## src/rtl/maxpool2x2_sched.sv

```systemverilog
// rtl/maxpool2x2_sched.sv - 2x2/stride-2 max-pool scheduler driving one shared external comparator
// Horizontal pair max per odd column; even rows park it in a half-width line buffer, odd rows reduce against it.
module maxpool2x2_sched #(
  parameter int DATA_W = 12,
  parameter int IMG_W  = 24,
  parameter int IMG_H  = 24
) (
  input  logic              clk,
  input  logic              rst_n,
  input  logic              start,
  output logic              busy,
  output logic              done,
  input  logic              in_valid,
  output logic              in_ready,
  input  logic [DATA_W-1:0] in_data,
  output logic              out_valid,
  input  logic              out_ready,
  output logic [DATA_W-1:0] out_data,
  output logic              out_last,
  output logic [DATA_W-1:0] cmp_a,
  output logic [DATA_W-1:0] cmp_b,
  input  logic [DATA_W-1:0] cmp_y
);

  localparam int CW    = (IMG_W > 1) ? $clog2(IMG_W) : 1;
  localparam int RW    = (IMG_H > 1) ? $clog2(IMG_H) : 1;
  localparam int PW    = (CW > 1) ? CW - 1 : 1;
  localparam int NPAIR = IMG_W / 2;

  localparam logic [1:0] S_IDLE  = 2'd0;
  localparam logic [1:0] S_EVEN  = 2'd1;
  localparam logic [1:0] S_ODD   = 2'd2;
  localparam logic [1:0] S_DRAIN = 2'd3;

  logic [1:0]        state_q, state_d;
  logic [CW-1:0]     col_q, col_d;
  logic [RW-1:0]     row_q, row_d;
  logic [DATA_W-1:0] hold_q, hold_d;
  logic [DATA_W-1:0] vreg_q, vreg_d;
  logic              pend_q, pend_d;
  logic [PW-1:0]     colp_q, colp_d;
  logic              lastp_q, lastp_d;
  logic              out_valid_q, out_valid_d;
  logic [DATA_W-1:0] out_data_q, out_data_d;
  logic              out_last_q, out_last_d;
  logic              done_q, done_d;

  logic [DATA_W-1:0] linebuf_q [NPAIR];

  logic          out_stall;
  logic          accept;
  logic          odd_acc;
  logic          col_end;
  logic          row_end;
  logic          pend_fire;
  logic [PW-1:0] pair_idx;

  assign out_stall = out_valid_q && !out_ready;
  assign in_ready  = ((state_q == S_EVEN) || (state_q == S_ODD)) && !out_stall;
  assign accept    = in_valid && in_ready;
  assign odd_acc   = accept && col_q[0];
  assign col_end   = (col_q == CW'(IMG_W - 1));
  assign row_end   = (row_q == RW'(IMG_H - 1));
  // A held output blocks the vertical compare too, so a stalled result is never overwritten.
  assign pend_fire = pend_q && !out_stall;
  assign pair_idx  = PW'(col_q >> 1);

  assign busy      = (state_q != S_IDLE);
  assign done      = done_q;
  assign out_valid = out_valid_q;
  assign out_data  = out_data_q;
  assign out_last  = out_last_q;

  // Pending vertical compare and an odd-column accept cannot overlap: in_ready is low while pend stalls.
  always_comb begin
    cmp_a = '0;
    cmp_b = '0;
    if (pend_q) begin
      cmp_a = vreg_q;
      cmp_b = linebuf_q[colp_q];
    end else if (odd_acc) begin
      cmp_a = in_data;
      cmp_b = hold_q;
    end
  end

  always_comb begin
    state_d = state_q;
    col_d   = col_q;
    row_d   = row_q;
    case (state_q)
      S_IDLE: begin
        if (start) begin
          state_d = S_EVEN;
          col_d   = '0;
          row_d   = '0;
        end
      end
      S_EVEN, S_ODD: begin
        if (accept) begin
          col_d = col_end ? '0 : col_q + CW'(1);
          if (col_end) begin
            row_d = row_end ? '0 : row_q + RW'(1);
            if (state_q == S_EVEN) begin
              state_d = S_ODD;
            end else begin
              state_d = row_end ? S_DRAIN : S_EVEN;
            end
          end
        end
      end
      S_DRAIN: begin
        if (out_valid_q && out_last_q && out_ready) begin
          state_d = S_IDLE;
        end
      end
      default: state_d = S_IDLE;
    endcase
  end

  assign done_d = (state_q == S_DRAIN) && (state_d == S_IDLE);

  always_comb begin
    hold_d  = hold_q;
    vreg_d  = vreg_q;
    pend_d  = pend_q;
    colp_d  = colp_q;
    lastp_d = lastp_q;
    if (accept && !col_q[0]) begin
      hold_d = in_data;
    end
    if (odd_acc && (state_q == S_ODD)) begin
      vreg_d  = cmp_y;
      pend_d  = 1'b1;
      colp_d  = pair_idx;
      lastp_d = col_end && row_end;
    end else if (pend_fire) begin
      pend_d = 1'b0;
    end
  end

  always_comb begin
    out_valid_d = out_valid_q;
    out_data_d  = out_data_q;
    out_last_d  = out_last_q;
    if (pend_fire) begin
      out_valid_d = 1'b1;
      out_data_d  = cmp_y;
      out_last_d  = lastp_q;
    end else if (out_valid_q && out_ready) begin
      out_valid_d = 1'b0;
      out_data_d  = '0;
      out_last_d  = 1'b0;
    end
  end

  always_ff @(posedge clk or negedge rst_n) begin
    if (!rst_n) begin
      state_q     <= S_IDLE;
      col_q       <= '0;
      row_q       <= '0;
      hold_q      <= '0;
      vreg_q      <= '0;
      pend_q      <= 1'b0;
      colp_q      <= '0;
      lastp_q     <= 1'b0;
      out_valid_q <= 1'b0;
      out_data_q  <= '0;
      out_last_q  <= 1'b0;
      done_q      <= 1'b0;
    end else begin
      state_q     <= state_d;
      col_q       <= col_d;
      row_q       <= row_d;
      hold_q      <= hold_d;
      vreg_q      <= vreg_d;
      pend_q      <= pend_d;
      colp_q      <= colp_d;
      lastp_q     <= lastp_d;
      out_valid_q <= out_valid_d;
      out_data_q  <= out_data_d;
      out_last_q  <= out_last_d;
      done_q      <= done_d;
    end
  end

  // Line buffer holds even-row pair maxima; its contents are don't-care until written each frame.
  always_ff @(posedge clk) begin
    if (odd_acc && (state_q == S_EVEN)) begin
      linebuf_q[pair_idx] <= cmp_y;
    end
  end

endmodule

```

## config.mk

```make
export PLATFORM = sky130hd
export DESIGN_NAME = maxpool2x2_sched
export DESIGN_NICKNAME = d
export VERILOG_FILES = /design/src/rtl/maxpool2x2_sched.sv
export SDC_FILE = /design/constraint.sdc
export NUM_CORES = 1
export LEC_CHECK = 0
export BUFFER_PORTS_ARGS = -buffer_cell sky130_fd_sc_hd__clkbuf_2
export CORE_MARGIN = 8
export CORE_UTILIZATION = 50
export CTS_BUF_LIST = sky130_fd_sc_hd__clkbuf_16
export DETAILED_ROUTE_END_ITERATION = 12
export PLACE_DENSITY = 0.73
export SLEW_MARGIN = 20
export SYNTH_ARGS = -nofsm -noshare
export SYNTH_HDL_FRONTEND = slang
export SYNTH_SLANG_ARGS = --single-unit
```

## constraint.sdc

```tcl
create_clock -name clk -period 3.88 [get_ports clk]
set_input_delay 0.194 -clock clk [delete_from_list [all_inputs] [get_ports clk]]
set_output_delay 0.194 -clock clk [all_outputs]
set_load 0.02 [all_outputs]
```

# After elaboration in Yosys (flattened, before gate mapping)
# Memories as Yosys holds them, arrays and structs flattened.
# Index checks and enable logic that the tools add are counted.
# Widths: inputs -> output; s select.
[totals] register_bits=57 ram_bits=144 output_inout_bits=41 word_cells=77 mem_count=1
[mem_list] name="linebuf_q" depth=12 width=12 rd=1 rd_clocked_by_memory_dff=0 write_ports=1 line_no="48" rtl="logic [DATA_W-1:0] linebuf_q [NPAIR];"
[op_classes] n_addsub=2 eq_ne=8 muxes=28 reduce_logical=26
[op_table] operator="$mux 12" n=6
[op_table] operator="$mux 5" n=6
[op_table] operator="$pmux 5 s2" n=2
[op_table] operator="$logic_and 1x1->1" n=13
[op_table] operator="$mux 2" n=6
[op_table] operator="$add 5x1->5 const B" n=2
[op_table] operator="$eq 5x5->1 const B" n=2
[op_table] operator="$reduce_bool 2->1" n=4
[op_table] operator="$mux 1" n=7
[op_table] operator="$ne 2x2->1 const B" n=3
[op_table] operator="$pmux 2 s3" n=1
[op_table] operator="$eq 2x2->1 const B" n=2
[op_table] operator="$logic_not 2->1" n=2
[op_table] operator="$reduce_and 4->1" n=1
[op_table] operator="$logic_not 1->1" n=3
[op_table] operator="$reduce_and 3->1" n=1
[op_table] operator="$eq 2x1->1 const B" n=1
[op_table] operator="$reduce_or 2->1" n=1
[op_table] operator="$logic_or 1x1->1" n=1

# Depth between registers and ports, before layout
# Gate-level depths: netlist of run 1.
[depth] depth_word=9 mapped_depth=7 ltp_nobuf=6

# Worst setup path after synthesis of run 1
# Ideal clock, no wire load.
[synth_timing] path_type="reg2reg" from="register state_q[0]" to="memory linebuf_q[2][0], enable pin" arrival_time_ps=2647 path_slack_ps=816 path_stages_with_launch=7 n_path_buf=0 cell_sequence="dfrtp_1 inv_1 ha_1 nand2_2 nor3_2 nand2b_1 nor4b_1"
[synth_via] elab_chain_len=8 elab_cells_between_ends=9
[synth_lines] item="from (decl)" line_no="35" rtl="logic [1:0] state_q, state_d;"
[synth_lines] item="from (signal assigned)" line_no="172" rtl="state_q <= state_d;"
[synth_lines] item="$eq 2x1->1 / $eq 2x2->1 (equally long branches)" line_no="59, 189"
[synth_lines] item="$logic_or 1x1->1" line_no="59" rtl="assign in_ready = ((state_q == S_EVEN) || (state_q == S_ODD)) && !out_stall;"
[synth_lines] item="$logic_and 1x1->1" line_no="59"
[synth_lines] item="$logic_and 1x1->1" line_no="60" rtl="assign accept = in_valid && in_ready;"
[synth_lines] item="$logic_and 1x1->1" line_no="61" rtl="assign odd_acc = accept && col_q[0];"
[synth_lines] item="$logic_and 1x1->1 *" line_no="189" rtl="if (odd_acc && (state_q == S_EVEN)) begin"
[synth_lines] item="$mux 1 *" line_no="189"
[synth_lines] item="$mux 1 (not written as such) *" line_no="190" rtl="linebuf_q[pair_idx] <= cmp_y;"
[synth_lines] item="to (decl)" line_no="48"
# Every way passes the cells marked *; elsewhere a longest branch is shown, timed or not.

# Final worst setup path of run 1
[layout_timing] from="register state_q[0]" to="output port cmp_b[3]"
[layout_via] elab_chain_len=7 elab_cells_between_ends=8
[layout_lines] item="$eq 2x1->1 / $eq 2x2->1 (equally long branches)" line_no="59"
[layout_lines] item="$logic_or 1x1->1 *" line_no="59"
[layout_lines] item="$logic_and 1x1->1 *" line_no="59"
[layout_lines] item="$logic_and 1x1->1 *" line_no="60"
[layout_lines] item="$logic_and 1x1->1 *" line_no="61"
[layout_lines] item="$mux 12 *" line_no="81" rtl="end else if (odd_acc) begin"
[layout_lines] item="$mux 12 *" line_no="78" rtl="if (pend_q) begin"
[layout_lines] item="to (decl)" line_no="21" rtl="output logic [DATA_W-1:0] cmp_b,"
# Marks and branches as above.

==> results.sh, run 1 <==
export IMPL_status="completed"
export IMPL_worstPathRequired_ns=3.69
export IMPL_grt_pass1_vias=5248
export IMPL_drive_above_1_share_pct=31.90
export IMPL_io_pins=70
export IMPL_fp_dieH_um=147.0
export IMPL_setup_worst_path_end_class="output port"
export IMPL_synth_nets=561
export IMPL_drc=0
export IMPL_maxCapViolCount=0
export IMPL_htree_levels=1
export IMPL_cts_tree="built"
export IMPL_startpoint_type="flip-flop"
export IMPL_dp_slack_ns=1.147
export IMPL_clkTransAtPathRegs_ns=0.06
export IMPL_syn_inst=526
export IMPL_synthTopCellsByCount="144 x edfxtp_1, 57 x dfrtp_1, 44 x mux2_2"
export IMPL_io_buffers=69
export IMPL_slew_headroom_pct=35.78
export IMPL_dieArea_mm2=0.02160
export IMPL_synth_seq_cells=201
export IMPL_setup_slack_ns=0.6001
export IMPL_min_path_type="input pin to flip-flop"
export IMPL_rsz0062_at_grt="no"
export IMPL_ys_warn_count=0
export IMPL_grt_pass1_wl_um=30350
export IMPL_dr_pass1_iters=5
export IMPL_finalCritPeriodShare_pct=84.53
export IMPL_fin_crit_ns=3.280
export IMPL_cts_resized=0
export IMPL_yosysUniqueCellTypes=54
export IMPL_cp_max_fo=17
export IMPL_netlist_area_mm2=0.008576
export IMPL_clock_skew_final_ns=0.005105
export IMPL_yosys_area_top_type="edfxtp_1"
export IMPL_worst_pin_slew_ns=0.9365
export IMPL_nFillCells=1277
export IMPL_ys_flop_type="edfxtp_1"
export IMPL_post_dp_hpwl_um=12740
export IMPL_gp_congestion=0.8472
export IMPL_avgViaCountPerCell=5.987
export IMPL_clock_latency_ns=0.48
export IMPL_wl_per_cell_um=22.62
export IMPL_critical_path_class="flip-flop to output port"
export IMPL_leakage_nw=3.663
export IMPL_grt_overflow=0
export IMPL_root_buffer="clkbuf_16"
export IMPL_critPathArrivalTime_ns=3.09
export IMPL_drt_iter0_drc=372
export IMPL_ys_top_cells_by_area="edfxtp_1 50%, dfrtp_1 17%, mux4_2 7.4%, mux2_2 5.8%, mux2i_1 1.5%"
export IMPL_grtUsageTotal_pct=17.93
export IMPL_synth_top_area_share_pct=50.42
export IMPL_finalMaxSlewViolations=0
export IMPL_cts_inserted_buffers=20
export IMPL_cts_setup_buffers=0
export IMPL_rows=48
export IMPL_setup_tns_ns=0
export IMPL_initial_core_util_pct=50.28
export IMPL_synthArstFlopShare_pct=28.36
export IMPL_area_growth_pct=15.73
export IMPL_final_seq_area_mm2=0.005752
export IMPL_seq_area_frac_synth_pct=67.06
export IMPL_die_x_um=147.0
export IMPL_nets=651
export IMPL_grt_max_degree=58
export IMPL_num_vias=5119
export IMPL_drt_total_wl_um=19340
export IMPL_core_area_mm2=0.01706
export IMPL_hold_viol=0
export IMPL_max_vdd_ir_drop_v=0.0003571
export IMPL_antenna_found_initial=0
export IMPL_multi_input_area_mm2=0.002628
export IMPL_fmax_mhz=304.9
export IMPL_yosysMostFrequentCell="edfxtp_1"
export IMPL_finalSetupViolCount=0
export IMPL_n_antenna_cell=0
export IMPL_clock_sinks=201
export IMPL_avgSynthCellArea_um2=16.30
export IMPL_synth_edf_count=144
export IMPL_drtAntennaViolNets=0
export IMPL_clockBufferDepth=3
export IMPL_power_density_mw_per_mm2=494.7
path summary, 6_finish.rpt:
kind                                        from                   endpoint  slack [ns]  cells past startpoint
setup reg to reg            state_q[0]$_DFF_PN0_  linebuf_q[8][8]$_DFFE_PP_        1.15                      7
setup / recovery            state_q[0]$_DFF_PN0_                   cmp_b[3]        0.60                      7
hold / removal                        in_data[0]      hold_q[0]$_DFFE_PN0P_        0.05                      2
max in group asynchronous                  rst_n         pend_q$_DFFE_PN0P_        2.91                      3
min in group asynchronous                  rst_n       row_q[3]$_DFFE_PN0P_        0.40                      3
hold reg to reg            hold_q[1]$_DFFE_PN0P_      hold_q[1]$_DFFE_PN0P_        0.51                      1
sequential cells by signal, summed over array words and instances (netlist names):
signal     flops
done           1
colp_q         4
out_valid      1
out_last       1
col_q          5
row_q          5
lastp_q        1
out_data      12
vreg_q        12
linebuf_q    144
hold_q        12
state_q        2
pend_q         1
through the flow:
stage	hold WS [ns]	instances	cell area (µm²)	util [%]	power, mW
6_report	0.05112	855	9925	58.19	4.910
5_1_grt	0.03700	855	9925	58.19	5.097
4_1_cts	0.03726	855	9925	58.19	4.936
3_5_place_dp	0.3945	807	9216	54.03	3.217
3_3_place_gp	0.3778	807	9216	54.03	3.176
2_1_floorplan	-0.1016	526	8576	-	2.976
area by class of cell:
| cell class | instances | area share, % |
|---|---|---|
| flip-flops and latches | 201 | 57.96 |
| multi-input cells | 277 | 26.48 |
| repair buffers | 102 | 6.278 |
| clock buffers | 21 | 5.295 |
| well taps | 225 | 2.837 |
| clock inverters | 15 | 0.6304 |
| inverters | 14 | 0.5295 |
cells by family (layout without fill, tap and decap cells):
family | Yosys count | count (layout) | share of synthesized area [%]
simple gates | 89 | 89 | 6.288
compound gates | 95 | 95 | 8.273
buf+inv | 48 | 152 | 2.597
flops | 201 | 201 | 67.06
fa+ha+maj | 6 | 6 | 0.8754
mux | 87 | 87 | 14.91
layer usage:
| layer | global-route usage (%) | wire, µm | up-vias |
|---|---|---|---|
| met2 | 31.08 | 9991 | 167 |
| met5 | 0 | 0 | - |
| met4 | 4.386 | 357 | 0 |
| li1 | - | - | 2263 |
| met3 | 3.445 | 1071 | 39 |
| met1 | 22.79 | 7918 | 2650 |
power breakdown:
part           leakage [nW]  switching [mW]  internal, mW
Combinational          1.31           0.397         0.256
Clock                 0.304           0.750         0.972
Sequential             2.05           0.111          2.42
worst max-delay path, stage by stage (launching register included):
cell and delay [ns]:
dfrtp_1 0.45, inv_1 0.10, ha_1 0.53, nand2_2 0.24, nor4b_4 0.54, buf_4 0.35
a32o_1 0.19, clkbuf_2 0.19
repair_timing:
action                                 CTS  global route
endpoints found under the hold margin   68             0
setup endpoints to repair                0             0
hold buffers                            12             0
cells in the final DEF, fill, tap and decap left out, drive strengths merged, types with 11 or more instances in the layout:
| cell type | netlist | final |
|---|---|---|
| nand2 | 16 | 16 |
| nand3 | 11 | 11 |
| dlygate4sd3 | 0 | 12 |
| a22oi | 12 | 12 |
| mux4 | 28 | 28 |
| clkbuf | 17 | 90 |
| buf | 17 | 21 |
| inv | 14 | 19 |
| mux2i | 13 | 13 |
| edfxtp | 144 | 144 |
| mux2 | 46 | 46 |
| o21ai | 26 | 26 |
| a22o | 12 | 12 |
| dfrtp | 57 | 57 |
| nand2b | 13 | 13 |
| nor2 | 15 | 15 |
Power figures use the tool's default switching activity.
==> inputs of run 2 (changes only) <==
Settings changed: PLACE_DENSITY 0.73 to 0.76.
Clock period 3.88 ns to 2.85 ns, I/O delays scaled along.
==> results.sh, run 2 (synthesis gave the netlist of run 1 again) <==
export IMPL_status="completed"
export IMPL_avgViaCountPerCell=5.972
export IMPL_n_antenna_cell=0
export IMPL_gp_congestion=0.8229
export IMPL_cts_inserted_buffers=21
export IMPL_dr_pass1_iters=5
export IMPL_drt_total_wl_um=19630
export IMPL_cts_tree="built"
export IMPL_seqPwrFrac_pct=48.2
export IMPL_p_comb_share_pct=13.1
export IMPL_fin_crit_ns=2.698
export IMPL_nFillCells=1270
export IMPL_drtAntennaViolNets=0
export IMPL_initial_core_util_pct=50.28
export IMPL_wl_per_cell_um=22.67
export IMPL_cp_max_fo=7
export IMPL_hold_viol=0
export IMPL_regMostFlops="linebuf_q"
export IMPL_nets=662
export IMPL_root_buffer="clkbuf_16"
export IMPL_clock_latency_ns=0.49
export IMPL_io_pins=70
export IMPL_critPathArrivalTime_ns=2.56
export IMPL_final_cell_mix="144 x edfxtp_1, 69 x clkbuf_2, 55 x dfrtp_1, 44 x mux2_2, 30 x buf_4"
export IMPL_dp_slack_ns=0.2773
export IMPL_finalSetupViolCount=0
export IMPL_finalCritPeriodShare_pct=94.66
export IMPL_fmax_mhz=370.7
export IMPL_critical_path_class="flip-flop to output port"
export IMPL_rows=48
export IMPL_drc=0
export IMPL_slew_headroom_pct=31.11
export IMPL_worst_pin_slew_ns=1.028
export IMPL_path_delay_family="buffers and inverters"
export IMPL_setup_worst_path_end_class="output port"
export IMPL_leakage_nw=3.764
export IMPL_clock_sinks=201
export IMPL_max_vdd_ir_drop_v=0.0004786
export IMPL_grt_pass1_wl_um=30910
export IMPL_slowest_stage="dfrtp_1"
export IMPL_post_route_util_pct=59.29
export IMPL_fin_area_mm2=0.01011
export IMPL_core_area_mm2=0.01706
export IMPL_maxCapViolCount=0
export IMPL_finalMaxSlewViolations=0
export IMPL_cp_cell_sequence="inv_1 > ha_1 > nand2_2 > buf_4 > nor4b_4 > buf_4 > a32oi_1 > nand2_1 > clkbuf_2"
export IMPL_die_x_um=147.0
export IMPL_power_density_mw_per_mm2=707.3
export IMPL_setup_slack_ns=0.1521
export IMPL_drive_above_1_share_pct=33.85
export IMPL_total_power_mw=7.153
export IMPL_antenna_found_initial=0
export IMPL_num_vias=5172
export IMPL_p_clk_share_pct=38.6
export IMPL_clkTransAtPathRegs_ns=0.06
export IMPL_clock_skew_final_ns=0.01850
export IMPL_post_dp_hpwl_um=13000
export IMPL_drt_iter0_drc=435
export IMPL_htree_levels=1
export IMPL_place_area_mm2=0.009284
export IMPL_slowest_delay_ns=0.46
export IMPL_grt_max_degree=35
export IMPL_netSwitchingPower_mw=1.769
export IMPL_p_sw_share_pct=24.73
export IMPL_worstPathRequired_ns=2.71
export IMPL_final_common_cell="edfxtp_1"
export IMPL_cp_common_cell="buf_4"
export IMPL_fp_dieH_um=147.0
export IMPL_cp_num_buf_inv=4
export IMPL_grt_overflow=0
export IMPL_grt_pass1_vias=5468
export IMPL_startpoint_type="flip-flop"
export IMPL_grtUsageTotal_pct=18.24
export IMPL_largest_register_ffs=144
export IMPL_io_buffers=69
export IMPL_clockBufferDepth=3
export IMPL_dieArea_mm2=0.02160
export IMPL_setup_tns_ns=0
export IMPL_min_path_type="input pin to flip-flop"
export IMPL_rsz0062_at_grt="no"
export IMPL_area_growth_pct=17.92
export IMPL_internal_power_mw=5.383
[run 2: power by group through the flow]
stage          logic [mW]  registers (mW)  clock network (mW)
6_report            0.940            3.45                2.76
5_1_grt              1.02            3.46                2.90
4_1_cts             0.944            3.45                2.80
3_5_place_dp        0.924            3.50                   0
3_3_place_gp        0.883            3.49                   0
2_1_floorplan       0.611            3.44                   0
[run 2: layout make-up]
class	count	area, µm²	share of cell area, %
inverter	14	52.55	0.5197
tap	225	281.5	2.784
timing repair buffer	112	700.7	6.929
clock inverter	16	171.4	1.695
sequential	201	5753	56.89
clock buffer	21	525.5	5.197
multi-input combinational	277	2628	25.98
[run 2: path summary, 6_finish.rpt]
kind / slack [ns] / to / cells after the start / start
hold reg to reg: 0.51 / lastp_q$_DFFE_PN0P_ / 1 / lastp_q$_DFFE_PN0P_
hold / removal: 0.07 / linebuf_q[10][10]$_DFFE_PP_ / 1 / cmp_y[10]
min in group asynchronous: 0.30 / col_q[3]$_DFFE_PN0P_ / 2 / rst_n
setup reg to reg: 0.25 / linebuf_q[1][9]$_DFFE_PP_ / 6 / state_q[0]$_DFF_PN0_
max in group asynchronous: 1.67 / hold_q[5]$_DFFE_PN0P_ / 3 / rst_n
setup / recovery: 0.15 / cmp_b[10] / 9 / state_q[0]$_DFF_PN0_
[run 2: worst reg2reg max path: cells and delay by family, from the launching register on]
kind                       cells  cell delay [ns]
adders and majority gates      1             0.33
buffers and inverters          1             0.11
DFF                            1             0.46
and+or+nand+nor                4             1.30
[run 2: metrics by stage]
step                      hold WS [ns]  std cells
final                          0.07447        866
after detailed placement        0.2922        816
after CTS                      0.06198        866
after global routing           0.09448        866
after floorplan                -0.1531        526
after global placement          0.2814        816
[run 2: repair_timing]
item	CTS	global route
resized for setup	0	1
setup endpoints to repair	0	9
hold buffers	13	0
endpoints found under the hold margin	45	0
buffers inserted	0	0
[run 2: metal layers]
metal	global-route usage, %	vias up	share of wire (%)
met5	0	-	0
met4	5.252	0	2.4
met3	3.414	43	6.0
met2	32.03	208	51
met1	22.59	2635	41
li1	-	2286	-
==> inputs of run 3 (changes only) <==
Settings changed: PLACE_DENSITY 0.76 to default, PLACE_DENSITY_LB_ADDON from default to 0.2.
==> results.sh, run 3 (synthesis gave the netlist of run 1 again) <==
export IMPL_leakage_nw=3.805
export IMPL_area_growth_pct=19.54
export IMPL_rows=48
export IMPL_finalMaxSlewViolations=0
export IMPL_status="completed"
export IMPL_fin_crit_ns=2.718
export IMPL_dp_slack_ns=0.2830
export IMPL_drive_above_1_share_pct=35.29
export IMPL_finalSetupViolCount=0
export IMPL_startpoint_type="flip-flop"
export IMPL_total_power_mw=7.406
export IMPL_regMostFlops="linebuf_q"
export IMPL_grt_overflow=0
export IMPL_die_x_um=147.0
export IMPL_setup_worst_path_end_class="output port"
export IMPL_fmax_mhz=368.0
export IMPL_place_area_mm2=0.009336
export IMPL_cts_tree="built"
export IMPL_drc=0
export IMPL_drtAntennaViolNets=0
export IMPL_post_route_util_pct=60.10
export IMPL_drt_iter0_drc=372
export IMPL_max_vdd_ir_drop_v=0.0005342
export IMPL_clock_latency_ns=0.51
export IMPL_clock_skew_final_ns=0.01894
export IMPL_grtUsageTotal_pct=19.01
export IMPL_initial_core_util_pct=50.28
export IMPL_setup_tns_ns=0
export IMPL_worstPathRequired_ns=2.71
export IMPL_dieArea_mm2=0.02160
export IMPL_io_buffers=69
export IMPL_final_common_cell="edfxtp_1"
export IMPL_grt_pass1_vias=5551
export IMPL_finalCritPeriodShare_pct=95.36
export IMPL_fin_area_mm2=0.01025
export IMPL_wl_per_cell_um=23.50
export IMPL_grt_pass1_wl_um=32020
export IMPL_power_density_mw_per_mm2=722.5
export IMPL_clkTransAtPathRegs_ns=0.06
export IMPL_num_vias=5234
export IMPL_drt_total_wl_um=20470
export IMPL_final_cell_mix="144 x edfxtp_1, 69 x clkbuf_2, 54 x dfrtp_1, 44 x mux2_2, 29 x buf_4"
export IMPL_critPathArrivalTime_ns=2.58
export IMPL_n_antenna_cell=0
export IMPL_rsz0062_at_grt="no"
export IMPL_maxCapViolCount=0
export IMPL_io_pins=70
export IMPL_clockBufferDepth=3
export IMPL_cp_max_fo=17
export IMPL_hold_viol=0
export IMPL_antenna_found_initial=0
export IMPL_post_dp_hpwl_um=13130
export IMPL_core_area_mm2=0.01706
export IMPL_root_buffer="clkbuf_16"
export IMPL_setup_slack_ns=0.1323
export IMPL_gp_congestion=0.9089
export IMPL_cts_inserted_buffers=22
export IMPL_avgViaCountPerCell=6.009
export IMPL_largest_register_ffs=144
export IMPL_worst_pin_slew_ns=0.9855
export IMPL_htree_levels=1
export IMPL_clock_sinks=201
export IMPL_critical_path_class="flip-flop to output port"
export IMPL_grt_max_degree=35
export IMPL_slew_headroom_pct=34.06
export IMPL_fp_dieH_um=147.0
export IMPL_min_path_type="input pin to flip-flop"
export IMPL_nets=665
export IMPL_dr_pass1_iters=5
-- run 3: worst paths after layout --
check,startpoint,endpoint,slack (ns),cells past startpoint
min in group asynchronous,rst_n,vreg_q[6]$_DFFE_PN0P_,0.25,2
hold reg to reg,hold_q[0]$_DFFE_PN0P_,hold_q[0]$_DFFE_PN0P_,0.50,1
max in group asynchronous,rst_n,col_q[0]$_DFFE_PN0P_,1.87,3
hold / removal,start,done$_DFF_PN0_,0.05,4
setup reg to reg,state_q[0]$_DFF_PN0_,row_q[2]$_DFFE_PN0P_,0.25,7
setup / recovery,state_q[0]$_DFF_PN0_,cmp_b[8],0.13,8
-- run 3: where the power goes --
group	total (mW)	leakage (nW)	switching [mW]	internal, mW
sequential	3.44	2.05	0.138	3.30
combinational	0.957	1.37	0.574	0.383
clock	3.01	0.381	1.14	1.87
-- run 3: timing repair --
item                       4_1_cts  5_1_grt
gates resized for setup          1        1
hold endpoints to repair        39        0
setup endpoints to repair        1        2
hold buffers                    13        0
setup buffers                    0        0
-- run 3: layout make-up --
type                    instances  area, µm²
multi-input cells             277       2630
well taps                     225      281.5
flip-flops and latches        201       5754
fillers                      1331       6805
repair buffers                114      753.2
inverters                      14      52.55
clock inverters                18      229.0
clock buffers                  22      550.5
-- run 3: stage by stage --
stage	hold WS [ns]	instances
finish	0.05291	871
global placement	0.2177	818
detailed placement	0.2257	818
CTS	0.03238	871
global route	0.08029	871
floorplan	-0.1531	526
-- run 3: per-layer routing --
layer	part of all wire (%)	wire length, µm	track usage [%]	vias up
met5	0	0	0	-
met4	2.1	432	5.252	0
met3	5.2	1057	3.537	39
met2	50	10240	31.91	174
met1	43	8733	24.93	2713
li1	-	-	-	2308
-- run 3: worst max-delay path: stages (launching register included) --
cell      delay [ns]
dfrtp_1         0.47
inv_1           0.12
ha_1            0.34
nand2_2         0.06
buf_4           0.17
nor4b_4         0.23
buf_4           0.31
a32o_1          0.20
clkbuf_2        0.18
